### src/rtl/serial_subtractor_nand_if.sv
// Handshake and operand/result bundle for serial_subtractor_nand.
// SERIAL_SUBTRACTOR_OVF_EN adds the registered signed-overflow flag ovf.
interface serial_subtractor_nand_if #(
  parameter int unsigned WIDTH = 8
);
  logic             start;
  logic [WIDTH-1:0] a;
  logic [WIDTH-1:0] b;
  logic             busy;
  logic             done;
  logic [WIDTH-1:0] diff;
  logic             bout;
`ifdef SERIAL_SUBTRACTOR_OVF_EN
  logic             ovf;
`endif

  modport master (
`ifdef SERIAL_SUBTRACTOR_OVF_EN
    input  ovf,
`endif
    output start, a, b,
    input  busy, done, diff, bout
  );

  modport slave (
`ifdef SERIAL_SUBTRACTOR_OVF_EN
    output ovf,
`endif
    input  start, a, b,
    output busy, done, diff, bout
  );
endinterface

### src/rtl/serial_subtractor_nand.sv
// Bit-serial WIDTH-bit subtractor (diff = a - b), LSB first, built from NAND-only cells.
// Optional macro SERIAL_SUBTRACTOR_OVF_EN adds the registered signed-overflow output ovf.

// NAND-only half subtractor: d = x ^ y, bo = ~x & y.
module serial_subtractor_nand_hs (
  input  logic x,
  input  logic y,
  output logic d,
  output logic bo
);
  logic n_xy;
  logic n_x_nxy;
  logic n_y_nxy;
  logic n_x;
  logic n_nx_y;

  assign n_xy    = ~(x & y);
  assign n_x_nxy = ~(x & n_xy);
  assign n_y_nxy = ~(y & n_xy);
  assign d       = ~(n_x_nxy & n_y_nxy);

  assign n_x     = ~(x & x);
  assign n_nx_y  = ~(n_x & y);
  assign bo      = ~(n_nx_y & n_nx_y);
endmodule

// Full subtractor from two half subtractors; borrows merged by a NAND-built OR.
module serial_subtractor_nand_fs (
  input  logic x,
  input  logic y,
  input  logic bin,
  output logic d,
  output logic bo
);
  logic d1;
  logic b1;
  logic b2;
  logic n_b1;
  logic n_b2;

  serial_subtractor_nand_hs u_hs0 (.x(x),  .y(y),   .d(d1), .bo(b1));
  serial_subtractor_nand_hs u_hs1 (.x(d1), .y(bin), .d(d),  .bo(b2));

  assign n_b1 = ~(b1 & b1);
  assign n_b2 = ~(b2 & b2);
  assign bo   = ~(n_b1 & n_b2);
endmodule

module serial_subtractor_nand #(
  parameter int unsigned WIDTH = 8
) (
  input  logic                  clk,
  input  logic                  rst_n,
  serial_subtractor_nand_if.slave bus
);
  localparam int unsigned CW = (WIDTH > 1) ? $clog2(WIDTH) : 1;

  typedef enum logic {
    IDLE  = 1'b0,
    SHIFT = 1'b1
  } state_t;

  state_t           state;
  state_t           state_nxt;
  logic             capture;
  logic             last_bit;

  logic [WIDTH-1:0] op_a;
  logic [WIDTH-1:0] op_b;
  logic [WIDTH-1:0] res;
  logic             borrow;
  logic [CW-1:0]    cnt;

  logic [WIDTH-1:0] diff_q;
  logic             bout_q;
  logic             done_q;

  logic             cell_d;
  logic             cell_bo;
  logic [WIDTH-1:0] res_nxt;

`ifdef SERIAL_SUBTRACTOR_OVF_EN
  logic             a_msb;
  logic             b_msb;
  logic             ovf_q;
`endif

  serial_subtractor_nand_fs u_cell (
    .x  (op_a[0]),
    .y  (op_b[0]),
    .bin(borrow),
    .d  (cell_d),
    .bo (cell_bo)
  );

  assign res_nxt = {cell_d, res[WIDTH-1:1]};

  always_ff @(posedge clk) begin
    if (!rst_n) begin
      state <= IDLE;
    end else begin
      state <= state_nxt;
    end
  end

  always_comb begin
    state_nxt = state;
    capture   = 1'b0;
    last_bit  = 1'b0;
    case (state)
      IDLE: begin
        if (bus.start) begin
          capture   = 1'b1;
          state_nxt = SHIFT;
        end
      end
      SHIFT: begin
        if (cnt == CW'(WIDTH - 1)) begin
          last_bit  = 1'b1;
          state_nxt = IDLE;
        end
      end
      default: state_nxt = IDLE;
    endcase
  end

  // The final bit's difference is merged straight into diff so the result lands
  // on the same edge as the last shift, without an extra drain cycle.
  always_ff @(posedge clk) begin
    if (!rst_n) begin
      op_a   <= '0;
      op_b   <= '0;
      res    <= '0;
      borrow <= 1'b0;
      cnt    <= '0;
      diff_q <= '0;
      bout_q <= 1'b0;
      done_q <= 1'b0;
`ifdef SERIAL_SUBTRACTOR_OVF_EN
      a_msb  <= 1'b0;
      b_msb  <= 1'b0;
      ovf_q  <= 1'b0;
`endif
    end else begin
      done_q <= 1'b0;
      if (capture) begin
        op_a   <= bus.a;
        op_b   <= bus.b;
        res    <= '0;
        borrow <= 1'b0;
        cnt    <= '0;
`ifdef SERIAL_SUBTRACTOR_OVF_EN
        a_msb  <= bus.a[WIDTH-1];
        b_msb  <= bus.b[WIDTH-1];
`endif
      end else if (state == SHIFT) begin
        op_a   <= op_a >> 1;
        op_b   <= op_b >> 1;
        res    <= res_nxt;
        borrow <= cell_bo;
        cnt    <= cnt + 1'b1;
        if (last_bit) begin
          diff_q <= res_nxt;
          bout_q <= cell_bo;
          done_q <= 1'b1;
`ifdef SERIAL_SUBTRACTOR_OVF_EN
          ovf_q  <= (a_msb ^ b_msb) & (a_msb ^ cell_d);
`endif
        end
      end
    end
  end

  assign bus.busy = (state == SHIFT);
  assign bus.done = done_q;
  assign bus.diff = diff_q;
  assign bus.bout = bout_q;
`ifdef SERIAL_SUBTRACTOR_OVF_EN
  assign bus.ovf  = ovf_q;
`endif
endmodule

### src/flat_wrapper.sv
// flat-port wrapper written by rule: the top's interface ports become plain ports
module serial_subtractor_nand_flat 
#(
  parameter int unsigned WIDTH = 8
)
  (clk, rst_n, bus_start, bus_a, bus_b, bus_busy, bus_done, bus_diff, bus_bout);
  serial_subtractor_nand_if #(.WIDTH(WIDTH)) bus_i ();
  input  logic clk;
  input  logic rst_n;
  input wire logic [$bits(bus_i.start)-1:0] bus_start;
  input wire logic [$bits(bus_i.a)-1:0] bus_a;
  input wire logic [$bits(bus_i.b)-1:0] bus_b;
  output wire logic [$bits(bus_i.busy)-1:0] bus_busy;
  output wire logic [$bits(bus_i.done)-1:0] bus_done;
  output wire logic [$bits(bus_i.diff)-1:0] bus_diff;
  output wire logic [$bits(bus_i.bout)-1:0] bus_bout;
  assign bus_i.start = bus_start;
  assign bus_i.a = bus_a;
  assign bus_i.b = bus_b;
  assign bus_busy = bus_i.busy;
  assign bus_done = bus_i.done;
  assign bus_diff = bus_i.diff;
  assign bus_bout = bus_i.bout;
  serial_subtractor_nand #(.WIDTH(WIDTH)) u_core (.clk(clk), .rst_n(rst_n), .bus(bus_i));
endmodule
### config.mk
export PLATFORM = sky130hd
export DESIGN_NAME = serial_subtractor_nand_flat
export DESIGN_NICKNAME = d
export VERILOG_FILES = /design/src/rtl/serial_subtractor_nand_if.sv /design/src/rtl/serial_subtractor_nand.sv /design/src/flat_wrapper.sv
export SDC_FILE = /design/constraint.sdc
export NUM_CORES = 1
export LEC_CHECK = 0
export ABC_CLOCK_PERIOD_IN_PS = 1900
export CAP_MARGIN = 40
export CORE_ASPECT_RATIO = 1.25
export CORE_MARGIN = 1
export CORE_UTILIZATION = 60
export CTS_CLUSTER_SIZE = 40
export DETAILED_ROUTE_END_ITERATION = 8
export DONT_BUFFER_PORTS = 1
export PLACE_DENSITY_LB_ADDON = 0.05
export SYNTH_ARGS = -nofsm -noshare
export SYNTH_HDL_FRONTEND = slang
export SYNTH_SLANG_ARGS = --single-unit
### constraint.sdc
create_clock -name clk -period 1.9 [get_ports clk]
set_input_delay 0.38 -clock clk [delete_from_list [all_inputs] [get_ports clk]]
set_output_delay 0.38 -clock clk [all_outputs]
set_load 0.02 [all_outputs]
# Word level (Yosys, flattened, before mapping)

Cells that the tools add are included.

Memory bits (read-only): 0
Register bits: 39
Bits of input ports: 19
Logic and storage cells: 52
Memories: 0
Latch bits: 0
Bits in writable memories: 0

Eq/ne operators: 1
Muxes and demuxes: 11
Divide/modulo/power cells: 0
Bitwise logic cells: 26
Add/sub/neg operators: 1
$lt $le $gt $ge: 0
Reductions and logical operators: 4
Multipliers: 0
Shift-type cells: 0

Operators by type and width:

| cell                                                          | number |
|---|---|
| 8-bit two-way mux                                             | 4 |
| 1-bit NOT                                                     | 15 |
| 1-bit bitwise AND                                             | 11 |
| 1-bit two-way mux                                             | 6 |
| 3-bit by 1-bit adder with 3-bit output, second input constant | 1 |
| 3-bit == test, second input constant                          | 1 |
| 3-bit AND reduction                                           | 1 |
| 3-bit OR reduction                                            | 1 |
| 1-bit case mux with 2 select lines                            | 1 |
| 2-bit nonzero test                                            | 1 |
| 2-bit OR reduction                                            | 1 |

# Depth between registers and ports, before layout

Gate-level depths: netlist of the first run.

Depth in word-level cells: 12
Mapped depth: 5
Depth with buffers taken out: 4

# Hierarchy

Synthesis of the first run repeated with hierarchy kept, for this count alone.

Cells, all modules: 175
Area, all modules: 1691.6 µm²

By module, submodules not included:

| module                    | area an instance (µm²) | cells each | times used |
|---|---|---|---|
| serial_subtractor_nand    | 1645.3                 | 168        | 1 |
| serial_subtractor_nand_hs | 20.0                   | 3          | 2 |
| serial_subtractor_nand_fs | 6.3                    | 1          | 1 |

# Worst setup path after synthesis of the first run

No wires, ideal clock.

Kind: register to register
Start: reg u_core.cnt[0]
End: reg u_core.bout_q (netlist: u_core.bus.bout)
Data arrival time: 1171 ps
Slack: 638 ps
Path buffers: 1
Stages on the path, launching flop included: 6
Path through: dfxtp_1 -> ha_1 -> ha_1 -> clkbuf_1 -> a21oi_1 -> a311oi_1

Word-level cells in the longest chain between the ends: 4

RTL lines:

| what                                 | RTL line                      | text |
|---|---|---|
| start, declared                      | serial_subtractor_nand.sv:72  | `logic [CW-1:0] cnt;` |
| start signal, assigned               | serial_subtractor_nand.sv:161 | `cnt <= cnt + 1'b1;` |
| 3-bit == test                        | serial_subtractor_nand.sv:118 | `if (cnt == CW'(WIDTH - 1)) begin` |
| 1-bit two-way mux                    | serial_subtractor_nand.sv:118 |  |
| 1-bit two-way mux                    | serial_subtractor_nand.sv:110 | `case (state)` |
| 3-bit AND reduction (no source line) | n/a                           |  |
| end signal, assigned                 | serial_subtractor_nand.sv:164 | `bout_q <= cell_bo;` |
| end, declared                        | serial_subtractor_nand.sv:75  | `logic bout_q;` |

Every way passes these cells.
A chain may end at the register's enable or synchronous reset.

# Worst setup path in the final report of the first run

Same ends and word-level chain as after synthesis.

==> results of run 1 <==
[layout by cell type, fill, tap and decap left out]
cell type	instances
nor2b_1	14
nand3_1	8
a211oi_1	14
inv_1	3
nand2b_1	3
a21bo_2	8
buf_4	5
nand2_1	9
dfxtp_2	1
nor2_1	2
a311oi_1	1
a21oi_1	21
clkbuf_1	2
bufinv_16	1
ha_1	2
fa_1	1
mux2i_1	16
or3b_1	11
and3_1	1
clkinv_1	1
dfxtp_1	37
o21ai_0	1
clkbuf_4	5
[through the flow]
step / instance area (um2) / hold WS (ns)
after floorplan: 1660 / 0.440
after global placement: 1660 / 0.456
after detailed placement: 1660 / 0.466
after CTS: 1730 / 0.163
after global routing: 1730 / 0.153
final: 1730 / 0.172
[layout make-up]
cell class                 count  area (um2)  area share [%]
inverter                       4        15.0           0.867
tap                           34        42.5            2.46
timing repair buffer           5        37.5            2.17
clock buffer                   7        45.0            2.60
clock inverter                 1        30.0            1.73
sequential                    38         762            44.0
multi-input combinational    112         800            46.2
[metal layers]
| metal | track usage, % | wire [um] | up-vias |
|---|---|---|---|
| li1 | - | - | 592 |
| met1 | 25.9 | 1370 | 543 |
| met2 | 37.8 | 1430 | 22 |
| met3 | 6.52 | 98 | 4 |
| met4 | 7.56 | 31 | 0 |
| met5 | 0 | 0 | - |
[worst max path at each step]
stage	startpoint	to	slack (ns)	cells after the start
after floorplan	u_core.cnt[0]$_SDFFE_PP0P_	u_core.bus.bout$_SDFFE_PN0P_	0.64	5
after global placement	u_core.cnt[0]$_SDFFE_PP0P_	u_core.bus.bout$_SDFFE_PN0P_	0.51	5
after detailed placement	u_core.cnt[0]$_SDFFE_PP0P_	u_core.bus.bout$_SDFFE_PN0P_	0.40	5
after CTS	u_core.cnt[0]$_SDFFE_PP0P_	u_core.bus.bout$_SDFFE_PN0P_	0.37	5
after global routing	u_core.cnt[0]$_SDFFE_PP0P_	u_core.bus.bout$_SDFFE_PN0P_	0.24	5
final	u_core.cnt[0]$_SDFFE_PP0P_	u_core.bus.bout$_SDFFE_PN0P_	0.39	5
[flip-flops by register name, indices dropped and copies added (netlist names)]
signal,cells
u_core.bus.busy,1
u_core.borrow,1
u_core.bus.done,1
u_core.op_b,8
u_core.res,7
u_core.bus.bout,1
u_core.cnt,3
u_core.op_a,8
u_core.bus.diff,8
[report_power, final]
group          switching, mW  internal [mW]  leakage (nW)
Clock                  0.250          0.279        0.0395
Sequential            0.0192          0.831         0.311
Combinational         0.0691         0.0580         0.302
[critical path, cell delays in order, from the launching register on]
cell and delay (ns):
dfxtp_1 0.36, ha_1 0.16, ha_1 0.31, buf_4 0.24, a21oi_1 0.08, a311oi_1 0.25
[cell families (layout without fill, tap and decap cells)]
group / count (synthesis) / after routing / synth area share (%)
simple gates: 48 / 48 / 17.5
flops: 38 / 38 / 45.7
compound gates: 45 / 45 / 18.3
fa+ha+maj: 3 / 3 / 2.71
buf+inv: 19 / 17 / 6.17
mux: 16 / 16 / 9.63
==> impl_metrics.env, run 1 <==
export IMPL_synth_main_ff_cell="dfxtp_1"
export IMPL_vias_per_cell=5.78
export IMPL_holdBufCountCts=0
export IMPL_post_cts_setup_buffers=0
export IMPL_min_to="u_core.bus.busy$_SDFF_PN0_"
export IMPL_cts_clk_slew_worst_paths_ns=0.11
export IMPL_io_buffers=0
export IMPL_design_die_area_um2=2990
export IMPL_min_period_ns=1.51
export IMPL_gr_total_overflow=0
export IMPL_start_kind="flip-flop"
export IMPL_row_count=21
export IMPL_wl_per_cell_um=14.5
export IMPL_path_class="flip-flop to flip-flop"
export IMPL_ys_seq_area_share_pct=45.7
export IMPL_drt_first_iter_violations=34
export IMPL_rsz0062_at_grt="no"
export IMPL_yosysMostFrequentCell="dfxtp_1"
export IMPL_grt_max_degree=36
export IMPL_wl_um=2920
export IMPL_ys_ff_latch=38
export IMPL_cts_tree="yes"
export IMPL_crit_fanout=12
export IMPL_htreeDepth=2
export IMPL_finalPower_mw=1.51
export IMPL_synth_top_cell_by_area="dfxtp_1"
export IMPL_setup_viol=0
export IMPL_r2r_end="u_core.bus.bout$_SDFFE_PN0P_"
export IMPL_syn_to_final_growth_pct=4.14
export IMPL_period_share_pct=79.4
export IMPL_numCtsBuffers=5
export IMPL_fmax_ghz=0.663
export IMPL_synth_warnings=0
export IMPL_ant_nets=0
export IMPL_syn_nets=191
export IMPL_rrSetupSlack_ns=0.39
export IMPL_hp_class="primary input to flip-flop"
export IMPL_syn_avg_cell_area_um2=9.84
export IMPL_n_antenna_cell=0
export IMPL_drcViolationCount=0
export IMPL_r2r_start="u_core.cnt[0]$_SDFFE_PP0P_"
export IMPL_maxSlewHeadroom_pct=68.3
export IMPL_synth_edf_count=0
export IMPL_io_pins=30
export IMPL_irDropWorstVdd_v=0.000665
export IMPL_vias=1161
export IMPL_ys_top_cells_by_area="dfxtp_1 46%, mux2i_1 9.6%, a211oi_1 6.3%"
export IMPL_dpl_cell_count=193
export IMPL_grt_pass1_wl_um=4940
export IMPL_critPathRequiredTime_ns=2.14
export IMPL_hpwl_um=1970
export IMPL_die_h_um=60.9
export IMPL_fin_cells=201
export IMPL_start_util_pct=62.7
export IMPL_hold_path_startpoint="rst_n"
export IMPL_post_cts_resized=0
export IMPL_routabilityCongestion=0.701
export IMPL_layout_setup_ws_ns=0.391
export IMPL_maxCapViolCount=0
export IMPL_grtUsageTotal_pct=21.8
export IMPL_synthCells=169
export IMPL_post_route_util_pct=65.3
export IMPL_synth_commonest_cells="38 x dfxtp_1, 21 x a21oi_1, 16 x mux2i_1"
export IMPL_worst_slew_pin_transition_ns=0.473
export IMPL_hold_path_depth=2
export IMPL_grt_pass1_vias=1089
export IMPL_synth_async_reset_ratio_pct=0
export IMPL_yosysTopAreaCellShare_pct=45.7
export IMPL_final_setup_tns_ns=0
export IMPL_ys_types=22
export IMPL_fin_nets=188
export IMPL_r2r_cells=5
export IMPL_drive_gt1_share_pct=12.0
export IMPL_endpoint_kind="flip-flop"
export IMPL_cts_root_buf="clkbuf_4"
export IMPL_hold_violations=0
export IMPL_synth_area_um2=1660
export IMPL_skew_ns=0.0128
export IMPL_dr_pass1_iters=4
export IMPL_insertion_delay_ns=0.33
export IMPL_arrival_ns=1.75
export IMPL_power_density_nw_per_um2=870
export IMPL_cts_path_max_buffers=2
export IMPL_die_x_um=49.1
export IMPL_antenna_found_initial=0
export IMPL_slew_violations=0
export IMPL_outcome="completed"
export IMPL_cts_sinks=38
export IMPL_core_area_um2=2650
export IMPL_fillers=235
export IMPL_power_leakage_nw=0.652
export IMPL_dpl_worst_slack_ns=0.402
Note: power is estimated with default switching activity, not from simulation.
==> run 2, diff against run 1 <==
--- a/config.mk
+++ b/config.mk
@@ -5,7 +5,7 @@
 export SDC_FILE = /design/constraint.sdc
 export NUM_CORES = 1
 export LEC_CHECK = 0
-export ABC_CLOCK_PERIOD_IN_PS = 1900
+export ABC_CLOCK_PERIOD_IN_PS = 1400
 export CAP_MARGIN = 40
 export CORE_ASPECT_RATIO = 1.25
 export CORE_MARGIN = 1
==> constraint.sdc (replaced) <==
create_clock -name clk -period 1.4 [get_ports clk]
set_input_delay 0.28 -clock clk [delete_from_list [all_inputs] [get_ports clk]]
set_output_delay 0.28 -clock clk [all_outputs]
set_load 0.02 [all_outputs]
==> impl_metrics.env, run 2 (synthesis results as in run 1) <==
export IMPL_dpl_cell_count=194
export IMPL_crit_fanout=12
export IMPL_grt_pass1_wl_um=4850
export IMPL_final_setup_tns_ns=0
export IMPL_rrSetupSlack_ns=0.08
export IMPL_wl_per_cell_um=14.2
export IMPL_maxSlewHeadroom_pct=71.9
export IMPL_finalPower_mw=1.84
export IMPL_worst_slew_pin_transition_ns=0.421
export IMPL_place_area_um2=1690
export IMPL_hpwl_um=1890
export IMPL_setup_viol=0
export IMPL_fin_cells=201
export IMPL_grtUsageTotal_pct=21.6
export IMPL_ant_nets=0
export IMPL_start_kind="flip-flop"
export IMPL_slew_violations=0
export IMPL_min_to="u_core.bus.busy$_SDFF_PN0_"
export IMPL_wl_um=2850
export IMPL_cts_clk_slew_worst_paths_ns=0.10
export IMPL_io_buffers=0
export IMPL_vias=1166
export IMPL_post_cts_setup_buffers=0
export IMPL_grt_pass1_vias=1111
export IMPL_r2r_end="u_core.bus.diff[4]$_SDFFE_PN0P_"
export IMPL_hp_class="primary input to flip-flop"
export IMPL_r2r_start="u_core.cnt[0]$_SDFFE_PP0P_"
export IMPL_cts_sinks=38
export IMPL_period_share_pct=94.4
export IMPL_hold_violations=0
export IMPL_fillers=236
export IMPL_post_route_util_pct=65.3
export IMPL_layout_cells_most_common_list="37 x dfxtp_1, 21 x a21oi_1, 16 x mux2i_1"
export IMPL_path_class="flip-flop to flip-flop"
export IMPL_grt_max_degree=38
export IMPL_die_h_um=60.9
export IMPL_cts_root_buf="clkbuf_4"
export IMPL_syn_to_final_growth_pct=4.29
export IMPL_core_area_um2=2650
export IMPL_routabilityCongestion=0.707
export IMPL_irDropWorstVdd_v=0.000929
export IMPL_fin_nets=189
export IMPL_holdBufCountCts=0
export IMPL_final_common_cell="dfxtp_1"
export IMPL_power_leakage_nw=0.652
export IMPL_r2r_cells=5
export IMPL_row_count=21
export IMPL_endpoint_kind="flip-flop"
export IMPL_rsz0062_at_grt="no"
export IMPL_maxCapViolCount=0
export IMPL_insertion_delay_ns=0.33
export IMPL_hold_path_startpoint="rst_n"
export IMPL_min_period_ns=1.32
export IMPL_multi_input_area_um2=800
export IMPL_post_cts_resized=0
export IMPL_gr_total_overflow=0
export IMPL_cts_tree="yes"
export IMPL_drive_gt1_share_pct=12.0
export IMPL_vias_per_cell=5.80
export IMPL_n_antenna_cell=0
export IMPL_final_area_um2=1730
export IMPL_antenna_found_initial=0
export IMPL_fmax_ghz=0.756
export IMPL_dr_pass1_iters=4
export IMPL_outcome="completed"
export IMPL_regArea_um2=762
export IMPL_drt_first_iter_violations=18
export IMPL_htreeDepth=2
export IMPL_critPathRequiredTime_ns=1.66
export IMPL_start_util_pct=62.7
export IMPL_power_density_nw_per_um2=1060
export IMPL_design_die_area_um2=2990
export IMPL_io_pins=30
export IMPL_hold_path_depth=2
export IMPL_die_x_um=49.1
export IMPL_arrival_ns=1.59
export IMPL_drcViolationCount=0
export IMPL_cts_path_max_buffers=2
export IMPL_numCtsBuffers=5
export IMPL_skew_ns=0.00660
run 2: layer usage:
layer / up-vias / wire, um / GRT usage (%)
li1: 592 / - / -
met1: 544 / 1330 / 25.4
met2: 23 / 1360 / 36.4
met3: 7 / 108 / 5.76
met4: 0 / 47 / 11.3
met5: - / 0 / 0
run 2: report_power, final:
group | internal, mW | leakage, nW | total (mW) | switching (mW)
logic | 0.0881 | 0.316 | 0.181 | 0.0929
registers | 1.13 | 0.311 | 1.16 | 0.0292
clock network | 0.189 | 0.0254 | 0.505 | 0.316
total | 1.41 | 0.652 | 1.84 | 0.438
run 2: worst max-delay path by stage:
| stage | start | endpoint | depth (start not counted) |
|---|---|---|---|
| floorplan | u_core.cnt[0]$_SDFFE_PP0P_ | u_core.bus.bout$_SDFFE_PN0P_ | 5 |
| global placement | u_core.cnt[0]$_SDFFE_PP0P_ | u_core.bus.diff[7]$_SDFFE_PN0P_ | 5 |
| detailed placement | u_core.cnt[0]$_SDFFE_PP0P_ | u_core.bus.diff[4]$_SDFFE_PN0P_ | 5 |
| CTS | u_core.cnt[0]$_SDFFE_PP0P_ | u_core.bus.diff[4]$_SDFFE_PN0P_ | 5 |
| global route | u_core.bus.busy$_SDFF_PN0_ | u_core.op_a[6]$_SDFFE_PN0P_ | 3 |
| finish | u_core.cnt[0]$_SDFFE_PP0P_ | u_core.bus.diff[4]$_SDFFE_PN0P_ | 5 |
run 2: worst max-delay path, stage by stage, from the launching register on:
cell     delay [ns]
dfxtp_1        0.33
ha_1           0.20
ha_1           0.20
buf_4          0.18
a21bo_2        0.22
a21oi_1        0.14
run 2: stage by stage:
step                setup slack (ns)  hold slack (ns)
floorplan                      0.138            0.418
global placement               0.159            0.417
detailed placement            0.0944            0.421
CTS                           0.0676           0.0631
global route                  0.0222           0.0940
finish                        0.0780           0.0726
run 2: layout make-up:
type / instances / share of cell area (%)
clock buffers: 7 / 2.60
inverters: 4 / 0.866
multi-input cells: 112 / 46.1
flip-flops and latches: 38 / 43.9
well taps: 34 / 2.45
repair buffers: 6 / 4.04
==> run 3, diff against run 2 <==
--- a/config.mk
+++ b/config.mk
@@ -10,6 +10,7 @@
 export CORE_ASPECT_RATIO = 1.25
 export CORE_MARGIN = 1
 export CORE_UTILIZATION = 60
+export CTS_BUF_LIST = sky130_fd_sc_hd__clkbuf_4 sky130_fd_sc_hd__clkbuf_8 sky130_fd_sc_hd__clkbuf_16
 export CTS_CLUSTER_SIZE = 40
 export DETAILED_ROUTE_END_ITERATION = 8
 export DONT_BUFFER_PORTS = 1
==> impl_metrics.env, run 3 (synthesis results as in run 1) <==
export IMPL_seqPwrFrac_pct=61.2
export IMPL_start_util_pct=62.7
export IMPL_rsz0062_at_grt="no"
export IMPL_cts_clk_slew_worst_paths_ns=0.10
export IMPL_dr_pass1_iters=3
export IMPL_r2r_start="u_core.cnt[0]$_SDFFE_PP0P_"
export IMPL_post_cts_resized=0
export IMPL_path_class="flip-flop to flip-flop"
export IMPL_grt_util_met1_pct=25.4
export IMPL_drive_gt1_share_pct=13.2
export IMPL_slew_violations=0
export IMPL_hpwl_um=1890
export IMPL_crit_fanout=12
export IMPL_cts_root_buf="clkbuf_4"
export IMPL_fmax_ghz=0.755
export IMPL_top_usage_layer="met2"
export IMPL_setup_viol=0
export IMPL_cts_path_max_buffers=2
export IMPL_final_setup_tns_ns=0
export IMPL_fillers=232
export IMPL_n_antenna_cell=0
export IMPL_p_int_mw=1.44
export IMPL_antenna_found_initial=0
export IMPL_worst_slew_pin_transition_ns=0.425
export IMPL_post_cts_setup_buffers=0
export IMPL_hold_violations=0
export IMPL_syn_to_final_growth_pct=4.74
export IMPL_fin_nets=189
export IMPL_min_period_ns=1.33
export IMPL_skew_ns=0.00358
export IMPL_htreeDepth=2
export IMPL_gr_usage_met2_pct=36.4
export IMPL_grt_pass1_vias=1110
export IMPL_gr_total_overflow=0
export IMPL_wl_um=2870
export IMPL_io_pins=30
export IMPL_maxCapViolCount=0
export IMPL_critPathRequiredTime_ns=1.67
export IMPL_grt_max_degree=38
export IMPL_hold_path_startpoint="rst_n"
export IMPL_insertion_delay_ns=0.33
export IMPL_row_count=21
export IMPL_routabilityCongestion=0.707
export IMPL_pwr_share_clk_pct=29.2
export IMPL_worstSetupStartpoint="u_core.cnt[0]$_SDFFE_PP0P_"
export IMPL_irDropWorstVdd_v=0.000832
export IMPL_vias=1156
export IMPL_cts_sinks=38
export IMPL_holdBufCountCts=0
export IMPL_switchingPower_mw=0.447
export IMPL_start_kind="flip-flop"
export IMPL_met3_usage_pct=8.02
export IMPL_period_share_pct=94.7
export IMPL_ant_nets=0
export IMPL_die_h_um=60.9
export IMPL_io_buffers=0
export IMPL_maxSlewHeadroom_pct=71.6
export IMPL_numCtsBuffers=5
export IMPL_final_common_cell="dfxtp_1"
export IMPL_power_leakage_nw=0.659
export IMPL_design_die_area_um2=2990
export IMPL_vias_per_cell=5.75
export IMPL_rrSetupSlack_ns=0.07
export IMPL_outcome="completed"
export IMPL_arrival_ns=1.59
export IMPL_hp_class="primary input to flip-flop"
export IMPL_layout_cells_most_common_list="37 x dfxtp_1, 21 x a21oi_1, 16 x mux2i_1"
export IMPL_grt_pass1_wl_um=4850
export IMPL_cts_tree="yes"
export IMPL_drcViolationCount=0
export IMPL_endpoint_kind="flip-flop"
export IMPL_grtUsageTotal_pct=21.7
export IMPL_place_area_um2=1690
export IMPL_final_area_um2=1740
export IMPL_switching_share_pct=23.6
export IMPL_p_comb_share_pct=9.6
export IMPL_drt_first_iter_violations=18
export IMPL_wl_per_cell_um=14.3
export IMPL_die_x_um=49.1
export IMPL_power_density_nw_per_um2=1090
export IMPL_core_area_um2=2650
run 3: cell counts in the layout (fill, tap and decap cells not counted):
No cell type changed its count.
run 3: worst paths after layout:
path	end	depth (start not counted)
max	u_core.bus.diff[4]$_SDFFE_PN0P_	5
min	u_core.bus.busy$_SDFF_PN0_	2
max reg2reg	u_core.bus.diff[4]$_SDFFE_PN0P_	5
min reg2reg	u_core.res[1]$_SDFFE_PP0P_	2
run 3: power by group through the flow:
stage	clock (mW)	sequential (mW)	combinational (mW)
2_1_floorplan	0	1.17	0.164
3_3_place_gp	0	1.18	0.174
3_5_place_dp	0	1.18	0.180
4_1_cts	0.569	1.16	0.181
5_1_grt	0.602	1.16	0.204
6_report	0.553	1.16	0.181
run 3: final cells by class:
cell class	count	area, um2	area share (%)
clock buffers	7	52.6	3.02
inverters	4	15.0	0.862
multi-input cells	112	800	45.9
flip-flops and latches	38	762	43.8
well taps	34	42.5	2.44
repair buffers	6	70.1	4.02
run 3: stage by stage:
step	hold WS (ns)	power (mW)	cells	setup WS, ns	utilization [%]
after global routing	0.0806	1.97	201	0.0196	65.6
final	0.0720	1.89	201	0.0747	65.6
after detailed placement	0.421	1.36	194	0.0944	63.6
after global placement	0.417	1.35	194	0.159	63.6
after CTS	0.0571	1.91	201	0.0670	65.6
after floorplan	0.418	1.34	169	0.138	-
run 3: critical path, cell delays in order, from the launching register on:
cell and delay, ns:
dfxtp_1 0.33, ha_1 0.20, ha_1 0.20, buf_4 0.18, a21bo_2 0.22, a21oi_1 0.14
run 3: metal layers:
metal | up-vias | wire length [um]
li1 | 593 | -
met1 | 535 | 1340
met2 | 22 | 1360
met3 | 6 | 119
met4 | 0 | 46
met5 | - | 0
